File: config.mk
export PLATFORM = sky130hd
export DESIGN_NAME = keypad_timer_entry_flat
export DESIGN_NICKNAME = d
export VERILOG_FILES = /design/src/rtl/keypad_timer_entry_pkg.sv /design/src/rtl/keypad_timer_entry_if.sv /design/src/rtl/keypad_timer_entry_key_debounce.sv /design/src/rtl/keypad_timer_entry.sv /design/src/flat_wrapper.sv
export SDC_FILE = /design/constraint.sdc
export NUM_CORES = 1
export LEC_CHECK = 0
export ABC_AREA = 1
export CAP_MARGIN = 25
export CORE_MARGIN = 2
export CORE_UTILIZATION = 45
export CTS_BUF_LIST = sky130_fd_sc_hd__clkbuf_4
export CTS_CLUSTER_DIAMETER = 150
export DETAILED_ROUTE_END_ITERATION = 8
export PLACE_DENSITY_LB_ADDON = 0.25
export SKIP_LAST_GASP = 1
export SLEW_MARGIN = 10
export SYNTH_ARGS = -nofsm -noshare
export SYNTH_HDL_FRONTEND = slang
export SYNTH_HIERARCHICAL = 1
export SYNTH_SLANG_ARGS = --single-unit
File: constraint.sdc
create_clock -name clk -period 2.2 [get_ports clk]
set_clock_uncertainty 0.15 [all_clocks]
set_input_delay 0.66 -clock clk [delete_from_list [all_inputs] [get_ports clk]]
set_output_delay 0.66 -clock clk [all_outputs]
set_load 0.01 [all_outputs]
File: src/rtl/keypad_timer_entry_pkg.sv
// Shared types and constants for the keypad timer entry block.
// Consumed by the top; QUICK_START_SECS only matters with QUICK_START_EN.
package keypad_pkg;

  typedef enum logic {
    EDIT   = 1'b0,
    LOCKED = 1'b1
  } state_t;

  localparam int QUICK_START_SECS = 30;
  localparam int ADD10 = 10;
  localparam int ADD1  = 1;

  // Sum is 8 bits wide so timer + 11 can never wrap.
  function automatic logic [6:0] sat_add(
    input logic [6:0] t,
    input logic [7:0] inc,
    input logic [7:0] tmax
  );
    logic [7:0] s;
    s = {1'b0, t} + inc;
    return (s > tmax) ? tmax[6:0] : s[6:0];
  endfunction

endpackage

File: src/rtl/keypad_timer_entry_if.sv
// Controller-facing bundle of the keypad timer entry block.
// master = keypad side, slave = downstream cook controller.
interface keypad_timer_entry_if;

  logic [6:0] timer;
  logic       power;
  logic       start_button;
  logic       cancel_button;
  logic       locked;
  logic       cook_done;

  modport master (
    output timer,
    output power,
    output start_button,
    output cancel_button,
    output locked,
    input  cook_done
  );

  modport slave (
    input  timer,
    input  power,
    input  start_button,
    input  cancel_button,
    input  locked,
    output cook_done
  );

endinterface

File: src/rtl/keypad_timer_entry_key_debounce.sv
// Two-flop synchronizer plus counter debouncer for one raw key.
// rise_pulse fires once, in the cycle the debounced level goes high.
module key_debounce #(
  parameter int DB_CYCLES = 4
) (
  input  logic clk,
  input  logic rst,
  input  logic raw,
  output logic level,
  output logic rise_pulse
);

  localparam int CW = $clog2(DB_CYCLES + 1);
  localparam logic [CW-1:0] LAST = CW'(DB_CYCLES - 1);

  logic          s1;
  logic          s2;
  logic [CW-1:0] cnt;

  // cnt counts consecutive samples that disagree with level.
  always_ff @(posedge clk or posedge rst) begin
    if (rst) begin
      s1         <= 1'b0;
      s2         <= 1'b0;
      cnt        <= '0;
      level      <= 1'b0;
      rise_pulse <= 1'b0;
    end else begin
      s1         <= raw;
      s2         <= s1;
      rise_pulse <= 1'b0;
      if (s2 == level) begin
        cnt <= '0;
      end else if (cnt == LAST) begin
        cnt        <= '0;
        level      <= s2;
        rise_pulse <= s2;
      end else begin
        cnt <= cnt + 1'b1;
      end
    end
  end

endmodule

File: src/rtl/keypad_timer_entry.sv
// Keypad cook-time entry: debounced keys drive an EDIT/LOCKED FSM.
// Define QUICK_START_EN to make start at timer==0 load 30 s and lock.
module keypad_timer_entry
  import keypad_pkg::*;
#(
  parameter int DB_CYCLES = 4,
  parameter int TMAX      = 99
) (
  input  logic clk,
  input  logic rst,
  input  logic btn_add10_raw,
  input  logic btn_add1_raw,
  input  logic btn_power_raw,
  input  logic btn_start_raw,
  input  logic btn_cancel_raw,
  keypad_timer_entry_if.master ctl
);

  localparam logic [7:0] TMAX8 = 8'(TMAX);

`ifdef QUICK_START_EN
  localparam bit QUICK = 1'b1;
`else
  localparam bit QUICK = 1'b0;
`endif

  logic [4:0] raw_keys;
  logic [4:0] key_lvl;
  logic [4:0] key_rise;
  logic [4:0] key_evt;

  assign raw_keys = {btn_cancel_raw, btn_start_raw,
                     btn_power_raw, btn_add1_raw,
                     btn_add10_raw};

  for (genvar i = 0; i < 5; i++) begin : g_key
    key_debounce #(
      .DB_CYCLES(DB_CYCLES)
    ) u_db (
      .clk       (clk),
      .rst       (rst),
      .raw       (raw_keys[i]),
      .level     (key_lvl[i]),
      .rise_pulse(key_rise[i])
    );
  end

  // A rise is only honoured while the debounced level agrees.
  assign key_evt = key_rise & key_lvl;

  logic k_add10;
  logic k_add1;
  logic k_power;
  logic k_start;
  logic k_cancel;

  assign k_add10  = key_evt[0];
  assign k_add1   = key_evt[1];
  assign k_power  = key_evt[2];
  assign k_start  = key_evt[3];
  assign k_cancel = key_evt[4];

  logic [7:0] inc;

  always_comb begin
    inc = 8'd0;
    if (k_add10) inc = inc + 8'(ADD10);
    if (k_add1)  inc = inc + 8'(ADD1);
  end

  state_t     state;
  logic [6:0] timer_q;
  logic       power_q;
  logic       start_q;
  logic       cancel_q;

  always_ff @(posedge clk or posedge rst) begin
    if (rst) begin
      state    <= EDIT;
      timer_q  <= '0;
      power_q  <= 1'b0;
      start_q  <= 1'b0;
      cancel_q <= 1'b0;
    end else begin
      start_q  <= 1'b0;
      cancel_q <= 1'b0;
      if (k_cancel) begin
        cancel_q <= 1'b1;
        timer_q  <= '0;
        state    <= EDIT;
      end else if (state == LOCKED) begin
        if (ctl.cook_done) begin
          timer_q <= '0;
          state   <= EDIT;
        end
      end else if (k_start &&
                   (timer_q != '0 || QUICK)) begin
        if (timer_q == '0)
          timer_q <= 7'(QUICK_START_SECS);
        start_q <= 1'b1;
        state   <= LOCKED;
      end else begin
        timer_q <= sat_add(timer_q, inc, TMAX8);
        if (k_power)
          power_q <= ~power_q;
      end
    end
  end

  assign ctl.timer         = timer_q;
  assign ctl.power         = power_q;
  assign ctl.start_button  = start_q;
  assign ctl.cancel_button = cancel_q;
  assign ctl.locked        = (state == LOCKED);

endmodule
File: src/flat_wrapper.sv
// flat-port wrapper written by rule: the top's interface ports become plain ports
module keypad_timer_entry_flat import keypad_pkg::*;
#(
  parameter int DB_CYCLES = 4,
  parameter int TMAX      = 99
)
  (clk, rst, btn_add10_raw, btn_add1_raw, btn_power_raw, btn_start_raw, btn_cancel_raw, ctl_timer, ctl_power, ctl_start_button, ctl_cancel_button, ctl_locked, ctl_cook_done);
  keypad_timer_entry_if ctl_i ();
  input  logic clk;
  input  logic rst;
  input  logic btn_add10_raw;
  input  logic btn_add1_raw;
  input  logic btn_power_raw;
  input  logic btn_start_raw;
  input  logic btn_cancel_raw;
  output wire logic [$bits(ctl_i.timer)-1:0] ctl_timer;
  output wire logic [$bits(ctl_i.power)-1:0] ctl_power;
  output wire logic [$bits(ctl_i.start_button)-1:0] ctl_start_button;
  output wire logic [$bits(ctl_i.cancel_button)-1:0] ctl_cancel_button;
  output wire logic [$bits(ctl_i.locked)-1:0] ctl_locked;
  input wire logic [$bits(ctl_i.cook_done)-1:0] ctl_cook_done;
  assign ctl_timer = ctl_i.timer;
  assign ctl_power = ctl_i.power;
  assign ctl_start_button = ctl_i.start_button;
  assign ctl_cancel_button = ctl_i.cancel_button;
  assign ctl_locked = ctl_i.locked;
  assign ctl_i.cook_done = ctl_cook_done;
  keypad_timer_entry #(.DB_CYCLES(DB_CYCLES), .TMAX(TMAX)) u_core (.clk(clk), .rst(rst), .btn_add10_raw(btn_add10_raw), .btn_add1_raw(btn_add1_raw), .btn_power_raw(btn_power_raw), .btn_start_raw(btn_start_raw), .btn_cancel_raw(btn_cancel_raw), .ctl(ctl_i));
endmodule
### After elaboration in Yosys (flattened, before gate mapping)

Index checks and enable logic that the tools add are counted.
W data, S select, Z words.

* add/subtract/negate cells: 7
* $lt $le $gt $ge: 1
* equality and inequality tests: 12
* multiplexer cells: 35
* bitwise gates (word level): 10
* reductions and logical operators: 10

Operators by type and width (number)
* $mux W7: 6
* $mux W3: 10
* $mux W1: 17
* $add A3 B1 Y3 const B: 5
* $eq A3 B2 Y1 const B: 5
* $reduce_and A2 Y1: 6
* $not A1 Y1: 9
* $add A7 B8 Y8: 1
* $gt A8 B7 Y1 const B: 1
* $mux W8: 1
* $logic_not A7 Y1: 1
* $reduce_bool A7 Y1: 1
* $add A4 B1 Y5 const B: 1
* $and A5 B5 Y5: 1
* $eq A1 B1 Y1: 5
* $mux W4: 1
* $ne A4 B2 Y1 const B: 1
* $reduce_and A4 Y1: 1
* $ne A3 B2 Y1 const B: 1
* $logic_and A1 B1 Y1: 1

* register bits: 46
* bits of input ports: 8

### Longest topological paths before layout

Gate-level depths: netlist of the first run.

* depth in word-level cells: 10
* gate-level depth with buffers: 16

### Modules after synthesis

The synthesis of the first run kept the hierarchy.

By module, submodules not included
* key_debounce: times used 5, cells an instance 28, area each 269.0 um2, sequential area each 175.2 um2
* keypad_timer_entry: times used 1, cells an instance 103, area each 769.5 um2, sequential area each 275.3 um2

### Worst setup path before layout of the first run

Ideal clock, no wire load.

* path kind: reg-to-reg
* start: register u_core.timer_q[1] (netlist: u_core/ctl.timer[1])
* end: register u_core.timer_q[2] (netlist: u_core/ctl.timer[2])
* setup time: 118 ps
* arrival time: 1506 ps
* slack: 426 ps
* cell stages (with the launch flop): 15
* buffers on the path: 0
* cell sequence: dfrtp_1 > nand3_2 > nand2_1 > inv_1 > ha_1 > inv_1 > nand2_2 > nand3_2 > nand2_2 > nand2_1 > nand2_1 > nand2_1 > nand3_2 > nand2_2 > o21ai_2

* word-level cells in the longest chain between the ends: 6
* elaborated cells on any way between the ends: 11
* those cells by class: add/sub (1); order compare (1); eq/ne (1); mux (4); reduce/logical (4)

Ends and longest elaborated chain
* start: declaration: RTL line keypad_timer_entry.sv:72 `logic [6:0] timer_q;`
* start signal: assignment: RTL line keypad_timer_entry.sv:99 `timer_q <= 7'(QUICK_START_SECS);`
* start signal: assignment: RTL line keypad_timer_entry.sv:103 `timer_q <= sat_add(timer_q, inc, TMAX8);`
* $add A7 B8 Y8: RTL line keypad_timer_entry_pkg.sv:21 `s = {1'b0, t} + inc;`
* $gt A8 B7 Y1: RTL line keypad_timer_entry_pkg.sv:22 `return (s > tmax) ? tmax[6:0] : s[6:0];`
* $mux W7: RTL line keypad_timer_entry_pkg.sv:22
* $mux W7: RTL line keypad_timer_entry.sv:96 `end else if (k_start &&`
* $mux W7: RTL line keypad_timer_entry.sv:91 `end else if (state == LOCKED) begin`
* $mux W7: RTL line keypad_timer_entry.sv:87 `if (k_cancel) begin`

Parallel ways exist; a longest one is shown, timed or not.
A chain may end at the register's enable or synchronous reset.

### Worst setup path in the final report of the first run

* start: register u_core.timer_q[1] (netlist: u_core/ctl.timer[1])
* end: output ctl_timer[1]

RTL lines
* end: declaration: RTL line flat_wrapper.sv:16 `output wire logic [$bits(ctl_i.timer)-1:0] ctl_timer;`

No word-level cell between the ends.

==> metrics.yaml, run 1 <==
run_status:
  status: "completed"
sta:
  finalWorstSetupSlack_ps: 37.53
  worst_slew_margin_rel: 0.7187
  finalHoldWorstSlack_ps: 213.4
  tightest_slew_ps: 421.4
  hold_viol: 0
  period_share: 0.9829
  grt_setup_unrepaired: "yes"
  finalMaxSlewViolations: 0
  max_clock_freq_mhz: 462.4
  min_period_ps: 2162
  setup_viol: 0
  setup-tns-final_ps: 0
placed_design:
  post-place-ws_ps: 275.9
  numPortBuffers: 18
  place_congestion: 0.8639
  dpl.hpwl_um: 2763
  place_inst: 313
  placed_cell_area_um2: 2360
clock_tree:
  clock_latency_ps: 340
  cts_tree: "done"
  cts-root-buf: "clkbuf_4"
  cts_sinks: 46
  cts_buffers: 5
  holdBufCountCts: 0
  clk_pin_slew_ps: 130
  clockBufferDepth: 2
  htree_levels: 2
grt:
  overflow: 0
  grt_pass1_vias: 1471
  groute.usage.overall: 0.1601
  antenna_found_initial: 0
  grt_first_pass_wirelength_um: 6486
  grt_max_degree: 14
detailed_routing:
  wl_um: 3594
  vias_per_cell: 4.633
  wire_per_inst_um: 10.99
  ant_nets: 0
  drc_errors: 0
  drt-initial-drc-count: 71
  dr.pass1.iters: 4
  routed-via-count: 1515
critical_path:
  crit_family: "buffers and inverters"
  slowest_delay_ps: 560
  worst-path-buf-inv: 1
  critPathRequiredTime_ps: 1390
  path_cells: "clkdlybuf4s50_1"
  critPathCaptureType: "output pin"
  start_kind: "register"
  r2r-start: "u_core/ctl.timer[1]"
  cp.arrival_ps: 1350
  worstPathMaxFanout: 6
  critPathSlowestCell: "clkdlybuf4s50_1"
  reg2reg_setup_slack_ps: 240
  cp-startpoint: "u_core/ctl.timer[1]"
  crit_type: "register to output pin"
floorplanning:
  core_um2: 4444
  die_x_um: 72.55
  io_pins: 19
  start_util: 0.4758
  row_count: 24
  die_h_um: 72.55
  die_area_um2: 5264
logic_synthesis:
  ys_top_cells_by_count: "62 x nand2_1, 48 x inv_1, 46 x dfrtp_1"
  synth_area_um2: 2115
  avgSynthCellArea_um2: 8.702
  yosysTopAreaCell: "dfrtp_1"
  async_reset_ff_frac: 1.000
  ys_ff_latch: 46
  synth-edff-count: 0
  ys.flop_type: "dfrtp_1"
  syn_nets: 258
  ys_types: 20
  synth_area_leaders: "dfrtp_1 54%, nand2_1 11%, inv_1 8.5%"
  ys_warn_count: 6
  synthCells: 243
  yosysSeqAreaShare: 0.5444
  yosys.cell_count.top_type: "nand2_1"
  synth_top_area_frac: 0.5444
pwr:
  ir_drop_v: 0.0004419
  p_leak_nw: 1.400
  power_mw: 2.404
  p_per_area_nw_per_um2: 972.9
final_layout:
  post-route-util: 0.5560
  diodes: 0
  area_delta_synth_final_pct: 16.86
  finalNetCount: 290
  drive_gt1_frac: 0.1709
  fin_area_um2: 2471
  fill_cells: 421
  fin_cells: 327
job:
  cap_violations: 0
hold_path:
  holdCritStartpoint: "u_core/g_key[4].u_db/s1"
  min_path_type: "register to register"
==> state kept, by name, indices dropped and copies added (netlist names) <==
register and cells:
u_core/ctl.timer 7, u_core/g_key.u_db/rise_pulse 5, u_core/ctl.locked 1, u_core/g_key.u_db/level 5, u_core/g_key.u_db/s1 5, u_core/g_key.u_db/s2 5
u_core/ctl.start_button 1, u_core/g_key.u_db/cnt 15, u_core/ctl.cancel_button 1, u_core/ctl.power 1
==> area by class of cell <==
cell class,count,area (µm²),area share
well taps,52,65.06,0.02633
multi-input cells,148,778.2,0.3149
repair buffers,25,240.2,0.09722
flip-flops and latches,46,1155,0.4673
clock buffers,5,37.54,0.01519
inverters,49,185.2,0.07494
clock inverters,2,10.01,0.004051
==> report_power, final <==
group	total (mW)	switching, mW	internal (mW)	leakage [nW]
registers	1.19	0.156	1.03	0.590
logic	0.856	0.462	0.394	0.778
clock network	0.357	0.242	0.115	0.0308
total	2.40	0.860	1.54	1.40
==> routing by layer <==
layer | vias to the layer above | part of all wire | global-route usage
met5 | - | 0 | 0
met4 | 0 | 0.013 | 0.06790
met3 | 4 | 0.029 | 0.04444
met2 | 19 | 0.49 | 0.2505
met1 | 699 | 0.47 | 0.2094
li1 | 793 | - | -
==> layout by cell type, fill, tap and decap left out <==
master / instances
a21o_1: 1
a21oi_1: 1
a22o_1: 1
and2_1: 1
buf_4: 7
clkbuf_4: 5
clkdlybuf4s50_1: 15
clkinv_2: 3
dfrtp_1: 43
dfrtp_2: 3
dlymetal6s2s_1: 3
ha_1: 7
inv_1: 48
nand2_1: 62
nand2_2: 18
nand3_1: 18
nand3_2: 5
nand3b_1: 1
nand4_1: 2
nor2_1: 23
o211ai_2: 1
o21ai_2: 4
or2_2: 1
xnor2_1: 1
xor2_1: 1
==> timing repair <==
action,in CTS,in global routing
resized for setup,3,3
gates cloned,0,0
setup buffers,1,6
setup endpoints to repair,4,7
==> worst paths after layout <==
kind / endpoint / depth (start not counted)
setup / recovery: ctl_timer[1] / 1
hold / removal: u_core/g_key[4].u_db/s2 / 0
setup reg to reg: u_core/ctl.timer[3] / 15
hold reg to reg: u_core/g_key[4].u_db/s2 / 0
max in group asynchronous: u_core/ctl.timer[4] / 2
min in group asynchronous: u_core/g_key[3].u_db/rise_pulse / 2
==> cell families after synthesis <==
kind of cell / after synthesis / synth area share
and+or+nand+nor: 131 / 0.2858
buffers and inverters: 49 / 0.08757
DFF: 46 / 0.5444
AOI/OAI and AO/OA: 8 / 0.03254
adders and majority gates: 7 / 0.04142
xor gates and xnor gates: 2 / 0.008286
No activity file was read; power rests on OpenSTA's default activity.
==> run 2: changes to the inputs <==
CTS_CLUSTER_DIAMETER = 50   (was 150)
GPL_TIMING_DRIVEN = 1   (was default)
==> results of run 2 <==
No change in the layout: final DEF, timing and power equal those of run 1.
==> run 3: changes to the inputs <==
CORE_MARGIN = 4   (was 2)
==> run 3 against run 2 <==
  * Combinational power rose by 4.7%
  * Design area rose by 0.71%
  * Power rose by 1.8%
==> metrics.yaml, run 3 (synthesis results as in run 1) <==
run_status:
  status: "completed"
clock_tree:
  cts_buffers: 5  # unchanged
  cts-root-buf: "clkbuf_4"
  clk_pin_slew_ps: 120  # about the same
  clock_latency_ps: 340  # about the same
  clockBufferDepth: 2  # unchanged
  cts_sinks: 46  # unchanged
  cts_tree: "done"
  htree_levels: 2  # unchanged
floorplanning:
  io_pins: 19  # unchanged
  start_util: 0.4758  # unchanged
  core_um2: 4444  # unchanged
  row_count: 24  # unchanged
  die_area_um2: 5860  # +11%
  die_x_um: 76.55  # +5.5%
  die_h_um: 76.55  # +5.5%
sta:
  finalMaxSlewViolations: 0  # unchanged
  worst_slew_margin_rel: 0.7222  # +0.003418
  min_period_ps: 2143  # -19.56 ps
  period_share: 0.9740  # -0.008890
  tightest_slew_ps: 416.3  # -5.122 ps
  setup_viol: 0  # unchanged
  max_clock_freq_mhz: 466.7  # +0.91%
  hold_viol: 0  # unchanged
final_layout:
  final_cell_mix: "62 x nand2_1, 48 x inv_1, 42 x dfrtp_1"
  finalNetCount: 293  # +1.0%
  final-seq-area_um2: 1156  # +0.11%
  drive_gt1_frac: 0.1756  # +0.004718
  top_register: "u_core/g_key.u_db/cnt"
  area_delta_synth_final_pct: 17.69
  fill_cells: 402  # -4.5%
  final_common_cell: "nand2_1"
  largest_reg_flops: 15  # unchanged
  diodes: 0  # unchanged
  post-route-util: 0.5600  # +0.003941
  multi_input_area_um2: 778.2  # unchanged
critical_path:
  worstPathMaxFanout: 5  # -1
  crit_family: "buffers and inverters"
  reg2reg_depth: 16  # +1
  worst-path-buf-inv: 1  # unchanged
  crit_type: "register to output pin"
  critPathCaptureType: "output pin"
  slowest_delay_ps: 550  # about the same
  cp.arrival_ps: 1330  # -20 ps
  r2r-end: "u_core/ctl.timer[2]"
  path_cells: "clkdlybuf4s50_1"
  critPathRequiredTime_ps: 1390  # about the same
  reg2reg_setup_slack_ps: 200  # -40 ps
  critPathSlowestCell: "clkdlybuf4s50_1"
  r2r-start: "u_core/ctl.timer[1]"
  cp-startpoint: "u_core/ctl.timer[2]"
  critical_path_depth: 1  # unchanged
  crit_end: "ctl_timer[2]"
  start_kind: "register"
detailed_routing:
  drc_errors: 0  # unchanged
  ant_nets: 0  # unchanged
  vias_per_cell: 4.613  # -0.43%
  routed-via-count: 1527  # +0.79%
  dr.pass1.iters: 4  # unchanged
  wl_um: 3543  # -1.4%
  wire_per_inst_um: 10.70  # -2.6%
  drt-initial-drc-count: 75  # +5.6%
pwr:
  p_leak_nw: 1.363  # -2.6%
  power_mw: 2.448  # +1.8%
  p_per_area_nw_per_um2: 983.5  # +1.1%
  ir_drop_v: 0.0004717  # +6.7%
grt:
  grt_pass1_vias: 1366  # -7.1%
  grt_max_degree: 14  # unchanged
  groute.usage.overall: 0.1295  # -0.03058
  antenna_found_initial: 0  # unchanged
  grt_first_pass_wirelength_um: 6085  # -6.2%
  overflow: 0  # unchanged
job:
  cap_violations: 0  # unchanged
placed_design:
  place_congestion: 0.9061  # +4.9%
  dpl.hpwl_um: 2664  # -3.6%
  numPortBuffers: 18  # unchanged
hold_path:
  min_path_type: "register to register"
  holdCritStartpoint: "u_core/g_key[1].u_db/s1"
run 3: cell count changes in the layout (fill, tap and decap cells not counted), sizes merged:
cell,before,now
buf,7,10
clkinv,3,4
dlymetal6s2s,3,0
clkdlybuf4s50,15,18
run 3: stage by stage:
| stage | setup slack, ps | hold WS [ps] | std cells | setup TNS (ps) | instance area, µm² |
|---|---|---|---|---|---|
| 6_report | 57.09 | 212.2 | 331 | 0 | 2489 |
| 5_1_grt | -8.273 | 226.2 | 331 | -9.174 | 2489 |
| 4_1_cts | 8.248 | 214.5 | 322 | 0 | 2420 |
| 3_5_place_dp | 287.7 | 184.7 | 313 | 0 | 2360 |
| 3_3_place_gp | 327.0 | 182.6 | 313 | 0 | 2360 |
| 2_1_floorplan | 425.6 | 181.2 | 243 | 0 | 2115 |
run 3: what timing repair did:
action,CTS,global route
gates resized for setup,3,1
setup endpoints to repair,4,5
hold buffers,0,0
buffers inserted,1,9
run 3: worst min-delay path by stage:
stage | to | slack (ps) | depth (start not counted)
after global placement | u_core/g_key[1].u_db/s2 | 180 | 0
final | u_core/g_key[1].u_db/s2 | 210 | 0
after floorplan | u_core/g_key[0].u_db/s2 | 180 | 0
after detailed placement | u_core/g_key[1].u_db/s2 | 180 | 0
after CTS | u_core/g_key[1].u_db/s2 | 210 | 0
after global routing | u_core/g_key[1].u_db/s2 | 230 | 0
run 3: area by class of cell:
cell class                 count  share of cell area
sequential                    46              0.4646
multi-input combinational    148              0.3127
timing repair buffer          28              0.1026
inverter                      49             0.07441
tap                           52             0.02614
clock buffer                   5             0.01508
clock inverter                 3            0.004525
run 3: worst reg2reg max path: stages, from the launching register on:
cell,delay (ps)
dfrtp_2,460
buf_4,150
inv_1,40
nand2_1,70
nand2_1,60
inv_1,40
ha_1,160
inv_1,70
nand2_2,70
nand3_2,70
nand2_2,70
nand2_1,60
nand2_1,60
nand2_1,80
nand3_2,100
nand2_2,120
o21ai_2,60
run 3: metal layers:
metal	global-route usage	wire length, µm	vias to the layer above
met5	0	0	-
met1	0.1650	1701	701
met4	0.05254	31	0
met3	0.03901	119	4
li1	-	-	804
met2	0.2056	1691	18
run 3: power by group:
| group | leakage, nW | internal, mW | switching (mW) |
|---|---|---|---|
| combinational | 0.746 | 0.427 | 0.468 |
| clock | 0.0277 | 0.114 | 0.246 |
| sequential | 0.589 | 1.04 | 0.155 |
